==> src/rtl/bcrypt_pkg.sv <==
// Shared types for the bcrypt S-box bank arbiter: slot encoding, bank index and word count.
package bcrypt_pkg;

  typedef enum logic [2:0] {
    SLOT_IDLE,
    SLOT_RD,
    SLOT_WR,
    SLOT_HOST,
    SLOT_WR_HOST
  } arb_slot_t;

  typedef logic [1:0] bank_idx_t;

  localparam int SBOX_WORDS = 128;
  localparam int NUM_BANKS  = 4;

  // Round reads want one 32-bit half of a 64-bit {L,R} word; lo=0 picks L.
  function automatic logic [31:0] half_sel(input logic [63:0] word, input logic lo);
    return lo ? word[31:0] : word[63:32];
  endfunction

endpackage

==> src/rtl/sbox_age_counter.sv <==
// Wait-age tracker for one arbitrated requester; flags promotion once it has waited LIMIT cycles.
module sbox_age_counter #(
  parameter int LIMIT = 8
) (
  input  logic clk_1,
  input  logic rst_l,
  input  logic req,
  input  logic gnt,
  output logic promoted
);

  localparam int CW = $clog2(LIMIT + 1);

  logic [CW-1:0] age_reg;
  logic [CW-1:0] age_next;

  always_comb begin
    age_next = age_reg;
    if (!req || gnt) begin
      age_next = '0;
    end else if (age_reg != CW'(LIMIT)) begin
      age_next = age_reg + 1'b1;
    end
  end

  always_ff @(posedge clk_1 or negedge rst_l) begin
    if (!rst_l) begin
      age_reg <= '0;
    end else begin
      age_reg <= age_next;
    end
  end

  // A dropped request must not keep its stale age visible for the current decision.
  assign promoted = req && (age_reg == CW'(LIMIT));

endmodule

==> src/rtl/sbox_bank_arbiter.sv <==
// Per-cycle arbiter sharing the four S-box SRAM banks between round reads, key write-back and host.
// Optional stall counter (perf_stall_cnt / perf_clr) is built when SBOX_ARB_PERF_EN is defined.
module sbox_bank_arbiter
  import bcrypt_pkg::*;
#(
  parameter int STARVE_LIMIT = 8,
  parameter int AW           = $clog2(SBOX_WORDS)
) (
  input  logic          clk_1,
  input  logic          rst_l,
`ifdef SBOX_ARB_PERF_EN
  input  logic          perf_clr,
  output logic [15:0]   perf_stall_cnt,
`endif
  input  logic          rd_req,
  input  logic [31:0]   rd_addr,
  output logic          rd_gnt,
  output logic          rd_valid,
  output logic [31:0]   rd_data0,
  output logic [31:0]   rd_data1,
  output logic [31:0]   rd_data2,
  output logic [31:0]   rd_data3,
  input  logic          wr_req,
  input  logic [1:0]    wr_bank,
  input  logic [AW-1:0] wr_addr,
  input  logic [63:0]   wr_data,
  output logic          wr_gnt,
  input  logic          host_req,
  input  logic          host_we,
  input  logic [1:0]    host_bank,
  input  logic [AW-1:0] host_addr,
  input  logic [63:0]   host_wdata,
  output logic          host_gnt,
  output logic          host_rvalid,
  output logic [63:0]   host_rdata,
  output logic [3:0]    sram_cs,
  output logic [3:0]    sram_we,
  output logic [AW-1:0] sram_addr0,
  output logic [AW-1:0] sram_addr1,
  output logic [AW-1:0] sram_addr2,
  output logic [AW-1:0] sram_addr3,
  output logic [63:0]   sram_wdata0,
  output logic [63:0]   sram_wdata1,
  output logic [63:0]   sram_wdata2,
  output logic [63:0]   sram_wdata3,
  input  logic [63:0]   sram_rdata0,
  input  logic [63:0]   sram_rdata1,
  input  logic [63:0]   sram_rdata2,
  input  logic [63:0]   sram_rdata3
);

  arb_slot_t slot_reg;
  arb_slot_t slot_next;

  logic wr_prom;
  logic host_prom;
  logic same_bank;
  logic rd_go;
  logic wr_go;
  logic host_go;

  // ---------------------------------------------------------------- slot decision
  assign same_bank = (wr_bank == host_bank);

  always_comb begin
    slot_next = SLOT_IDLE;
    if (rd_req && !(wr_prom || host_prom)) begin
      slot_next = SLOT_RD;
    end else if (wr_req && host_req) begin
      if (!same_bank) begin
        slot_next = SLOT_WR_HOST;
      end else if (host_prom && !wr_prom) begin
        slot_next = SLOT_HOST;
      end else begin
        slot_next = SLOT_WR;
      end
    end else if (wr_req) begin
      slot_next = SLOT_WR;
    end else if (host_req) begin
      slot_next = SLOT_HOST;
    end
  end

  assign rd_go   = (slot_next == SLOT_RD);
  assign wr_go   = (slot_next == SLOT_WR)   || (slot_next == SLOT_WR_HOST);
  assign host_go = (slot_next == SLOT_HOST) || (slot_next == SLOT_WR_HOST);

  always_ff @(posedge clk_1 or negedge rst_l) begin
    if (!rst_l) begin
      slot_reg <= SLOT_IDLE;
    end else begin
      slot_reg <= slot_next;
    end
  end

  assign rd_gnt   = (slot_reg == SLOT_RD);
  assign wr_gnt   = (slot_reg == SLOT_WR)   || (slot_reg == SLOT_WR_HOST);
  assign host_gnt = (slot_reg == SLOT_HOST) || (slot_reg == SLOT_WR_HOST);

  sbox_age_counter #(.LIMIT(STARVE_LIMIT)) u_wr_age (
    .clk_1    (clk_1),
    .rst_l    (rst_l),
    .req      (wr_req),
    .gnt      (wr_go),
    .promoted (wr_prom)
  );

  sbox_age_counter #(.LIMIT(STARVE_LIMIT)) u_host_age (
    .clk_1    (clk_1),
    .rst_l    (rst_l),
    .req      (host_req),
    .gnt      (host_go),
    .promoted (host_prom)
  );

  // ---------------------------------------------------------------- bank drive + read return
  logic [AW-1:0] addr_q  [NUM_BANKS];
  logic [63:0]   wdata_q [NUM_BANKS];
  logic [63:0]   rdata_a [NUM_BANKS];
  logic [31:0]   rd_data_a [NUM_BANKS];

  logic      rd_v1_reg;
  logic      rd_v2_reg;
  logic      host_v1_reg;
  logic      host_v2_reg;
  bank_idx_t host_bank1_reg;
  bank_idx_t host_bank2_reg;

  assign rdata_a[0] = sram_rdata0;
  assign rdata_a[1] = sram_rdata1;
  assign rdata_a[2] = sram_rdata2;
  assign rdata_a[3] = sram_rdata3;

  genvar gi;
  generate
    for (gi = 0; gi < NUM_BANKS; gi++) begin : g_bank
      logic          cs_next;
      logic          we_next;
      logic [AW-1:0] addr_next;
      logic [63:0]   wdata_next;
      logic          cs_reg;
      logic          we_reg;
      logic [AW-1:0] addr_reg;
      logic [63:0]   wdata_reg;
      logic          half1_reg;
      logic          half2_reg;

      // Byte gi of rd_addr addresses bank gi: bits [7:1] word, bit [0] half.
      always_comb begin
        cs_next    = 1'b0;
        we_next    = 1'b0;
        addr_next  = '0;
        wdata_next = '0;
        if (rd_go) begin
          cs_next   = 1'b1;
          addr_next = AW'(rd_addr[8*gi+1 +: 7]);
        end else if (wr_go && (wr_bank == bank_idx_t'(gi))) begin
          cs_next    = 1'b1;
          we_next    = 1'b1;
          addr_next  = wr_addr;
          wdata_next = wr_data;
        end else if (host_go && (host_bank == bank_idx_t'(gi))) begin
          cs_next    = 1'b1;
          we_next    = host_we;
          addr_next  = host_addr;
          wdata_next = host_we ? host_wdata : '0;
        end
      end

      always_ff @(posedge clk_1 or negedge rst_l) begin
        if (!rst_l) begin
          cs_reg    <= 1'b0;
          we_reg    <= 1'b0;
          addr_reg  <= '0;
          wdata_reg <= '0;
          half1_reg <= 1'b0;
          half2_reg <= 1'b0;
        end else begin
          cs_reg    <= cs_next;
          we_reg    <= we_next;
          addr_reg  <= addr_next;
          wdata_reg <= wdata_next;
          half1_reg <= rd_go ? rd_addr[8*gi] : 1'b0;
          half2_reg <= half1_reg;
        end
      end

      assign sram_cs[gi]   = cs_reg;
      assign sram_we[gi]   = we_reg;
      assign addr_q[gi]    = addr_reg;
      assign wdata_q[gi]   = wdata_reg;
      assign rd_data_a[gi] = rd_v2_reg ? half_sel(rdata_a[gi], half2_reg) : '0;
    end
  endgenerate

  assign sram_addr0  = addr_q[0];
  assign sram_addr1  = addr_q[1];
  assign sram_addr2  = addr_q[2];
  assign sram_addr3  = addr_q[3];
  assign sram_wdata0 = wdata_q[0];
  assign sram_wdata1 = wdata_q[1];
  assign sram_wdata2 = wdata_q[2];
  assign sram_wdata3 = wdata_q[3];

  // Two-stage shift: stage 1 lines up with cs, stage 2 with the SRAM's registered data.
  always_ff @(posedge clk_1 or negedge rst_l) begin
    if (!rst_l) begin
      rd_v1_reg      <= 1'b0;
      rd_v2_reg      <= 1'b0;
      host_v1_reg    <= 1'b0;
      host_v2_reg    <= 1'b0;
      host_bank1_reg <= '0;
      host_bank2_reg <= '0;
    end else begin
      rd_v1_reg      <= rd_go;
      rd_v2_reg      <= rd_v1_reg;
      host_v1_reg    <= host_go && !host_we;
      host_v2_reg    <= host_v1_reg;
      host_bank1_reg <= host_bank;
      host_bank2_reg <= host_bank1_reg;
    end
  end

  assign rd_valid    = rd_v2_reg;
  assign rd_data0    = rd_data_a[0];
  assign rd_data1    = rd_data_a[1];
  assign rd_data2    = rd_data_a[2];
  assign rd_data3    = rd_data_a[3];
  assign host_rvalid = host_v2_reg;
  assign host_rdata  = host_v2_reg ? rdata_a[host_bank2_reg] : '0;

`ifdef SBOX_ARB_PERF_EN
  // Only the aged requesters count as stalls; a one-cycle rd preemption is by design.
  logic        stall;
  logic [15:0] perf_reg;

  assign stall = (wr_req && !wr_go) || (host_req && !host_go);

  always_ff @(posedge clk_1 or negedge rst_l) begin
    if (!rst_l) begin
      perf_reg <= '0;
    end else if (perf_clr) begin
      perf_reg <= '0;
    end else if (stall && (perf_reg != 16'hFFFF)) begin
      perf_reg <= perf_reg + 16'd1;
    end
  end

  assign perf_stall_cnt = perf_reg;
`endif

endmodule

==> config.mk <==
export PLATFORM = sky130hd
export DESIGN_NAME = sbox_bank_arbiter
export DESIGN_NICKNAME = d
export VERILOG_FILES = /design/src/rtl/bcrypt_pkg.sv /design/src/rtl/sbox_age_counter.sv /design/src/rtl/sbox_bank_arbiter.sv
export SDC_FILE = /design/constraint.sdc
export NUM_CORES = 1
export LEC_CHECK = 0
export BUFFER_PORTS_ARGS = -buffer_cell sky130_fd_sc_hd__buf_2
export CAP_MARGIN = 40
export CELL_PAD_IN_SITES_DETAIL_PLACEMENT = 1
export CELL_PAD_IN_SITES_GLOBAL_PLACEMENT = 1
export CORE_AREA = 4 4 358 360
export CTS_CLUSTER_SIZE = 28
export DETAILED_ROUTE_END_ITERATION = 16
export DIE_AREA = 0 0 362 364
export MAX_ROUTING_LAYER = met4
export PLACE_DENSITY_LB_ADDON = 0.1
export SYNTH_ARGS = -nofsm -noshare
export SYNTH_HDL_FRONTEND = slang
export SYNTH_SLANG_ARGS = --single-unit
==> constraint.sdc <==
create_clock -name clk_1 -period 2.4 [get_ports clk_1]
set_clock_uncertainty 0.1 [all_clocks]
set_input_delay 0.24 -clock clk_1 [delete_from_list [all_inputs] [get_ports clk_1]]
set_output_delay 0.24 -clock clk_1 [all_outputs]
set_load 0.03 [all_outputs]
==> impl_summary.log, run 1 <==
INFO  metric outcome = complete, but fails checks
INFO  metric violations = setup timing
INFO  metric power.internal = 10.9 mW
INFO  metric worst_path_max_delay_cell = sky130_fd_sc_hd__dfrtp_4
INFO  metric portBuffers = 928
INFO  metric synth_enable_flop_cells = 0
INFO  metric synthCells = 1,350
INFO  metric cts-htree-levels = 2
INFO  metric start_util = 13.2%
INFO  metric first_global_vias = 19,500
INFO  metric pwr-share-seq = 35.5%
INFO  metric timing.reg2reg.worst_path_depth = 8
INFO  metric p_total = 15.9 mW
INFO  metric synthesis.nets = 1,794
INFO  metric min_delay_path_depth = 3
INFO  metric worst_slew_pin_slew = 774 ps
INFO  metric synth_most_common_cell = sky130_fd_sc_hd__dfrtp_1
INFO  metric grt_pass1_wl = 155,000 um
INFO  metric rsz0062_at_grt = true
INFO  metric critPathMostFrequentCell = sky130_fd_sc_hd__buf_12
INFO  metric synth_area_leaders = sky130_fd_sc_hd__dfrtp_1 (48%), sky130_fd_sc_hd__a32o_1 (12%), sky130_fd_sc_hd__mux4_2 (8.7%)
INFO  metric dieWidth = 362 um
INFO  metric hold_path_startpoint = host_we
INFO  metric worstPathRequired = 2060 ps
INFO  metric syn-cell-area = 16,500 sq um
INFO  metric setup.reg_to_reg.worst_slack = 110 ps
INFO  metric fin_nets = 2,928
INFO  metric fp.coreArea = 125,000 sq um
INFO  metric tritoncts_buffers = 44
INFO  metric power.share.switching = 31.3%
INFO  metric detail_route.vias_per_cell = 4.13
INFO  metric hold_violations = 0
INFO  metric drc_violation_count_after_routing = 0
INFO  metric setup_slack = -198 ps
INFO  metric crit_path_start_kind = flip-flop
INFO  metric die-height = 364 um
INFO  metric netlist.top_cell.by_area = sky130_fd_sc_hd__dfrtp_1
INFO  metric timing.slew.headroom = 48.2%
INFO  metric initialDrtViolationCount = 799
INFO  metric switching_power = 4.97 mW
INFO  metric r2r_end = sram_wdata3[27]$_DFF_PN0_
INFO  metric yosys_warn_count = 0
INFO  metric crit_arrival = 2260 ps
INFO  metric grt_start_max_net_pins = 80
INFO  metric ys_ff_latch = 319
INFO  metric reg2reg_from = u_host_age.age_reg[1]$_DFFE_PN0P_
INFO  metric relative_contribution_of_combinational_cells_to_total_power = 23.1%
INFO  metric place.gp.congestion = 0.876
INFO  metric numClockSinks = 319
INFO  metric first_pass_iteration_count_of_the_detailed_router = 5
INFO  metric finalCriticalPeriod = 2600 ps
INFO  metric routed-via-count = 17,300
INFO  metric clock_buffer_depth = 3
INFO  metric cellPowerDensity = 561 nW/um^2
INFO  metric ir_drop = 0.430 mV
INFO  metric design.portCount = 929
INFO  metric areaGrowthSynthToFinish = 71.3%
INFO  metric ys_top_cells_by_count = sky130_fd_sc_hd__dfrtp_1 (319), sky130_fd_sc_hd__a32o_1 (192), sky130_fd_sc_hd__mux2i_1 (129), sky130_fd_sc_hd__nor2b_1 (128), sky130_fd_sc_hd__nand2_1 (102)
INFO  metric avgRoutedWirePerCell = 26.9 um
INFO  metric placement.cell_area = 23,900 sq um
INFO  metric kind_of_end_point_of_the_critical_path = output port
INFO  metric post_route_cells_drive_above_1_share = 51.4%
INFO  metric clock_power_share = 41.3%
INFO  metric share_of_the_yosys_chip_area_belonging_to_registers = 48.3%
INFO  metric achievable-frequency = 385 MHz
INFO  metric max_stage_delay = 510 ps
INFO  metric timing.final.max_slew_violations = 0
INFO  metric antenna_found_initial = 55
INFO  metric worst_setup_hold_path_clk_slew = 60 ps
INFO  metric syn_avg_cell_area = 12.2 sq um
INFO  metric worstPathCellList = buf_12 > buf_12 > buf_16 > mux4_2 > and2_4 > buf_6
INFO  metric wirelength = 113,000 um
INFO  metric post-route-period-util = 108%
INFO  metric synth.top_cell.area_share = 48.3%
INFO  metric ant_nets = 0
INFO  metric timing_worst_setup_path_type = flip-flop to output port
INFO  metric synth_cell_type_count = 45
INFO  metric max_cap_viol_count = 0
INFO  metric min_path_type = input port to flip-flop
INFO  metric postLayoutCellArea = 28,300 sq um
INFO  metric synth-main-ff-cell = sky130_fd_sc_hd__dfrtp_1
INFO  metric die-area = 132,000 sq um
INFO  metric path_max_fanout = 6
INFO  metric worst_skew_pair.late_latency = 580 ps
INFO  metric leakagePower = 13.6 nW
INFO  metric grt_overflow_total = 0
INFO  metric postSynth.asyncResetShare = 100%
INFO  metric cts.root.buffer_cell = sky130_fd_sc_hd__clkbuf_16
INFO  metric finalSetupViolations = 64
INFO  metric tritoncts = yes
INFO  metric worst_hold_path.endpoint = sram_wdata1[10]$_DFF_PN0_
INFO  metric place.detailed.hpwl = 87,400 um
INFO  metric num_rows = 130
INFO  metric final.setup.tns = -7480 ps
INFO  metric globalRouteTotalUtil = 16.7%
-- cell families after synthesis --
family	synth area share [%]
mux	16.5
buf+inv	4.90
fa+ha+maj	0.303
simple gates	11.7
compound gates	17.8
xor+xnor	0.371
flops	48.3
-- how the worst max path moves through the flow --
stage / from / endpoint / slack (ps) / cells past startpoint
floorplan: host_bank2_reg[0]$_DFF_PN0_ / host_rdata[10] / 280 / 4
finish: host_bank2_reg[0]$_DFF_PN0_ / host_rdata[11] / -200 / 6
detailed placement: u_host_age.age_reg[0]$_DFFE_PN0P_ / sram_addr1[4]$_DFF_PN0_ / 10 / 8
CTS: host_bank2_reg[0]$_DFF_PN0_ / host_rdata[32] / -290 / 6
global placement: u_host_age.age_reg[0]$_DFFE_PN0P_ / sram_addr1[0]$_DFF_PN0_ / 30 / 8
global route: host_bank2_reg[0]$_DFF_PN0_ / host_rdata[11] / -280 / 6
-- repair_timing --
action / 4_1_cts / 5_1_grt
setup buffers: 11 / 8
endpoints found under the hold margin: 540 / 0
gates cloned: 8 / 2
pin swaps: 1 / 2
endpoints found under the setup margin: 101 / 206
hold buffers: 181 / 0
resized for setup: 151 / 66
-- critical path: cells and delay by family, from the launching register on --
kind                   cells  cell delay [ps]
buffers and inverters      4              580
flip-flops                 1              510
multiplexers               1              430
AND/OR/NAND/NOR            1              170
-- power groups by stage --
stage | logic (mW) | registers [mW] | clock network (mW)
after detailed placement | 3.29 | 5.74 | 0
after CTS | 3.70 | 5.65 | 6.86
final | 3.68 | 5.64 | 6.57
after global placement | 3.28 | 5.75 | 0
after floorplan | 1.32 | 5.99 | 0
after global routing | 3.91 | 5.65 | 7.07
-- cell usage in the layout (no fill, tap or decap), types with 5 or more instances in the layout --
cell type / n
sky130_fd_sc_hd__nand2_1: 102
sky130_fd_sc_hd__nor2_1: 10
sky130_fd_sc_hd__buf_12: 48
sky130_fd_sc_hd__clkbuf_8: 10
sky130_fd_sc_hd__buf_4: 72
sky130_fd_sc_hd__buf_6: 68
sky130_fd_sc_hd__inv_1: 15
sky130_fd_sc_hd__or3_1: 5
sky130_fd_sc_hd__clkbuf_1: 12
sky130_fd_sc_hd__nand3_1: 6
sky130_fd_sc_hd__dlygate4sd3_1: 181
sky130_fd_sc_hd__dfrtp_1: 311
sky130_fd_sc_hd__dfrtp_4: 5
sky130_fd_sc_hd__o221ai_1: 26
sky130_fd_sc_hd__a32o_1: 192
sky130_fd_sc_hd__o2bb2ai_1: 51
sky130_fd_sc_hd__o2bb2ai_2: 12
sky130_fd_sc_hd__diode_2: 25
sky130_fd_sc_hd__xnor2_1: 5
sky130_fd_sc_hd__and2_1: 5
sky130_fd_sc_hd__and2_4: 64
sky130_fd_sc_hd__a21oi_1: 5
sky130_fd_sc_hd__clkbuf_16: 45
sky130_fd_sc_hd__buf_16: 10
sky130_fd_sc_hd__buf_2: 862
sky130_fd_sc_hd__nor2b_1: 128
sky130_fd_sc_hd__mux2i_1: 129
sky130_fd_sc_hd__mux4_2: 64
-- area by class of cell --
class	count	area [sq um]
diodes	25	62.6
clock buffers	65	1270
clock inverters	15	174
fillers	14300	96800
inverters	17	66.3
multi-input cells	858	7940
flip-flops and latches	319	8010
well taps	1650	2060
repair buffers	1244	8720
-- metrics by stage --
stage	utilization, %	setup WS (ps)	hold WS (ps)	instances
global placement	19.1	25.9	-3.53	3880
detailed placement	19.1	10.6	-2.16	3880
floorplan	-	284	-156	1350
CTS	22.4	-287	35.5	4160
global route	22.6	-279	63.6	4191
finish	22.6	-198	82.0	4193
-- layer usage --
layer / GRT usage (%) / up-vias / share of wire (%)
met5: - / - / 0
met4: 3.65 / 0 / 2.6
met3: 4.86 / 158 / 7.1
met2: 30.8 / 701 / 53
met1: 17.6 / 9019 / 37
li1: - / 7460 / -
Note: power is estimated with default switching activity, not from simulation.
==> run 2, diff against run 1 <==
PLACE_DENSITY_LB_ADDON = 0.2   (was 0.1)
==> run 2 against run 1 <==
  * The run still ends with setup timing left
  * Flip-flop and latch count stayed put
  * First-iteration DRC count up 7.5%
  * Clock-buffer cell count fell by 8
  * Clock power fell by 3%
==> impl_summary.log, run 2 (same netlist as run 1, synthesis figures left out) <==
INFO  metric grt_util_met3 = 5.19% (was 4.86%)
INFO  metric use_met2 = 31.2% (was 30.8%)
INFO  metric setup.reg_to_reg.worst_slack = 80 ps (was 110 ps)
INFO  metric setup_slack = -177 ps (was -198 ps)
INFO  metric areaGrowthSynthToFinish = 70.4% (was 71.3%)
INFO  metric design.portCount = 929 (unchanged)
INFO  metric worst_slew_pin_slew = 724 ps (was 774 ps)
INFO  metric antenna_found_initial = 60 (was 55)
INFO  metric kind_of_end_point_of_the_critical_path = output port (unchanged)
INFO  metric hold_violations = 0 (unchanged)
INFO  metric crit_path_start_kind = flip-flop (unchanged)
INFO  metric ir_drop = 0.403 mV (was 0.430 mV)
INFO  metric placed_cell_count = 3,890 (was 3,880)
INFO  metric grt_start_max_net_pins = 88 (was 80)
INFO  metric place.detailed.hpwl = 90,500 um (was 87,400 um)
INFO  metric finalCriticalPeriod = 2580 ps (was 2600 ps)
INFO  metric post_route_cells_drive_above_1_share = 51.9% (was 51.4%)
INFO  metric grt_pass1_wl = 156,000 um (was 155,000 um)
INFO  metric cellPowerDensity = 558 nW/um^2 (was 561 nW/um^2)
INFO  metric timing.final.max_slew_violations = 0 (unchanged)
INFO  metric violations = setup timing (unchanged)
INFO  metric first_pass_iteration_count_of_the_detailed_router = 5 (unchanged)
INFO  metric timing.slew.headroom = 51.8% (was 48.2%)
INFO  metric finalSetupViolations = 63 (was 64)
INFO  metric place.gp.congestion = 0.948 (was 0.876)
INFO  metric path_max_fanout = 6 (unchanged)
INFO  metric r2r_end = sram_wdata0[30]$_DFF_PN0_ (was sram_wdata3[27]$_DFF_PN0_)
INFO  metric cts.root.buffer_cell = sky130_fd_sc_hd__clkbuf_16 (unchanged)
INFO  metric clock_buffer_depth = 3 (unchanged)
INFO  metric die-area = 132,000 sq um (unchanged)
INFO  metric max_cap_viol_count = 0 (unchanged)
INFO  metric numClockSinks = 319 (unchanged)
INFO  metric timing.reg2reg.worst_path_depth = 9 (was 8)
INFO  metric initialDrtViolationCount = 859 (was 799)
INFO  metric routed-via-count = 17,400 (was 17,300)
INFO  metric layout.cells.most_common_list = sky130_fd_sc_hd__buf_2 (869), sky130_fd_sc_hd__dfrtp_1 (311), sky130_fd_sc_hd__a32o_1 (192) (was sky130_fd_sc_hd__buf_2 (862), sky130_fd_sc_hd__dfrtp_1 (311), sky130_fd_sc_hd__a32o_1 (192))
INFO  metric timing_worst_setup_path_type = flip-flop to output port (unchanged)
INFO  metric leakagePower = 13.5 nW (was 13.6 nW)
INFO  metric worstPathRequired = 2060 ps (about the same)
INFO  metric outcome = complete, but fails checks (unchanged)
INFO  metric reg2reg_from = u_wr_age.age_reg[1]$_DFFE_PN0P_ (was u_host_age.age_reg[1]$_DFFE_PN0P_)
INFO  metric fp.coreArea = 125,000 sq um (unchanged)
INFO  metric globalRouteTotalUtil = 17.0% (was 16.7%)
INFO  metric detail_route.vias_per_cell = 4.15 (was 4.13)
INFO  metric num_rows = 130 (unchanged)
INFO  metric tritoncts_buffers = 42 (was 44)
INFO  metric start_util = 13.2% (unchanged)
INFO  metric grt_overflow_total = 0 (unchanged)
INFO  metric layout.cells.non_filler = 4,191 (was 4,193)
INFO  metric fin_nets = 2,930 (was 2,928)
INFO  metric worst_skew_pair.late_latency = 570 ps (was 580 ps)
INFO  metric min_path_type = input port to asynchronous set/reset pin (was input port to flip-flop)
INFO  metric final_core_util = 22.5% (was 22.6%)
INFO  metric worst_setup_hold_path_clk_slew = 60 ps (about the same)
INFO  metric portBuffers = 928 (unchanged)
INFO  metric grt_use_met1 = 17.5% (was 17.6%)
INFO  metric drc_violation_count_after_routing = 0 (unchanged)
INFO  metric die-height = 364 um (unchanged)
INFO  metric rsz0062_at_grt = true (unchanged)
INFO  metric globalRoute.busiestLayer = met2 (unchanged)
INFO  metric post-route-period-util = 107% (was 108%)
INFO  metric cts-htree-levels = 2 (unchanged)
INFO  metric ant_nets = 0 (unchanged)
INFO  metric achievable-frequency = 388 MHz (was 385 MHz)
INFO  metric layout.cells.most_common = sky130_fd_sc_hd__buf_2 (unchanged)
INFO  metric crit_arrival = 2240 ps (was 2260 ps)
INFO  metric tritoncts = yes (unchanged)
INFO  metric wirelength = 115,000 um (was 113,000 um)
INFO  metric avgRoutedWirePerCell = 27.4 um (was 26.9 um)
INFO  metric first_global_vias = 19,400 (was 19,500)
INFO  metric dieWidth = 362 um (unchanged)
INFO  metric p_total = 15.7 mW (was 15.9 mW)
==> run 2: cell count changes in the layout (fill, tap and decap cells not counted), sizes merged <==
| cell | previous run | this run |
|---|---|---|
| clkbuf | 67 | 59 |
| clkinvlp | 3 | 1 |
| buf | 1061 | 1065 |
| diode | 25 | 29 |
==> run 2: worst max-delay path, stage by stage (launching register included) <==
cell	delay (ps)
sky130_fd_sc_hd__dfrtp_4	440
sky130_fd_sc_hd__buf_12	160
sky130_fd_sc_hd__buf_12	150
sky130_fd_sc_hd__mux4_2	590
sky130_fd_sc_hd__and2_4	180
sky130_fd_sc_hd__buf_6	130
==> run 2: timing repair <==
item	CTS	global route
endpoints found under the setup margin	136	280
gates resized for setup	204	19
hold endpoints to repair	551	0
pin swaps	18	1
cloned	4	1
hold buffers	181	0
setup buffers	13	6
==> run 2: worst max path at each step <==
stage                                           start                        end
finish                    host_bank2_reg[0]$_DFF_PN0_             host_rdata[17]
floorplan                 host_bank2_reg[0]$_DFF_PN0_             host_rdata[10]
global placement      u_wr_age.age_reg[0]$_DFFE_PN0P_    sram_addr2[4]$_DFF_PN0_
global route              host_bank2_reg[0]$_DFF_PN0_             host_rdata[28]
CTS                       host_bank2_reg[0]$_DFF_PN0_             host_rdata[28]
detailed placement  u_host_age.age_reg[0]$_DFFE_PN0P_  sram_wdata3[61]$_DFF_PN0_
==> run 2: layout make-up <==
cell class                      count  area, sq um
Clock inverter                     13          158
Tap cell                         1650         2060
Fill cell                       14300        96900
Sequential cell                   319         8010
Clock buffer                       57         1230
Inverter                           17         66.3
Antenna cell                       29         72.6
Timing Repair Buffer             1248         8580
Multi-Input combinational cell    858         7990
==> run 2: per-layer routing <==
| layer | vias up | wire (um) | part of all wire (%) |
|---|---|---|---|
| met3 | 164 | 9070 | 7.9 |
| met5 | - | 0 | 0 |
| met1 | 8995 | 41800 | 36 |
| li1 | 7448 | - | - |
| met4 | 0 | 3240 | 2.8 |
| met2 | 805 | 60800 | 53 |
==> run 2: stage by stage <==
stage / worst slack (ps) / instance area [sq um] / TNS (ps) / hold slack, ps
final: -177 / 28200 / -5740 / 105
after global routing: -269 / 28200 / -11790 / 119
after CTS: -290 / 28000 / -12110 / 67.7
after detailed placement: -25.0 / 23900 / -243 / 122
after global placement: -71.7 / 23900 / -1760 / 124
after floorplan: 284 / 16500 / 0 / -156
==> run 2: report_power, final <==
group	switching, mW	internal [mW]	leakage [nW]	total (mW)
registers	0.0893	5.55	4.32	5.64
logic	2.26	1.44	8.51	3.70
clock network	2.58	3.80	0.683	6.38
total	4.92	10.8	13.5	15.7
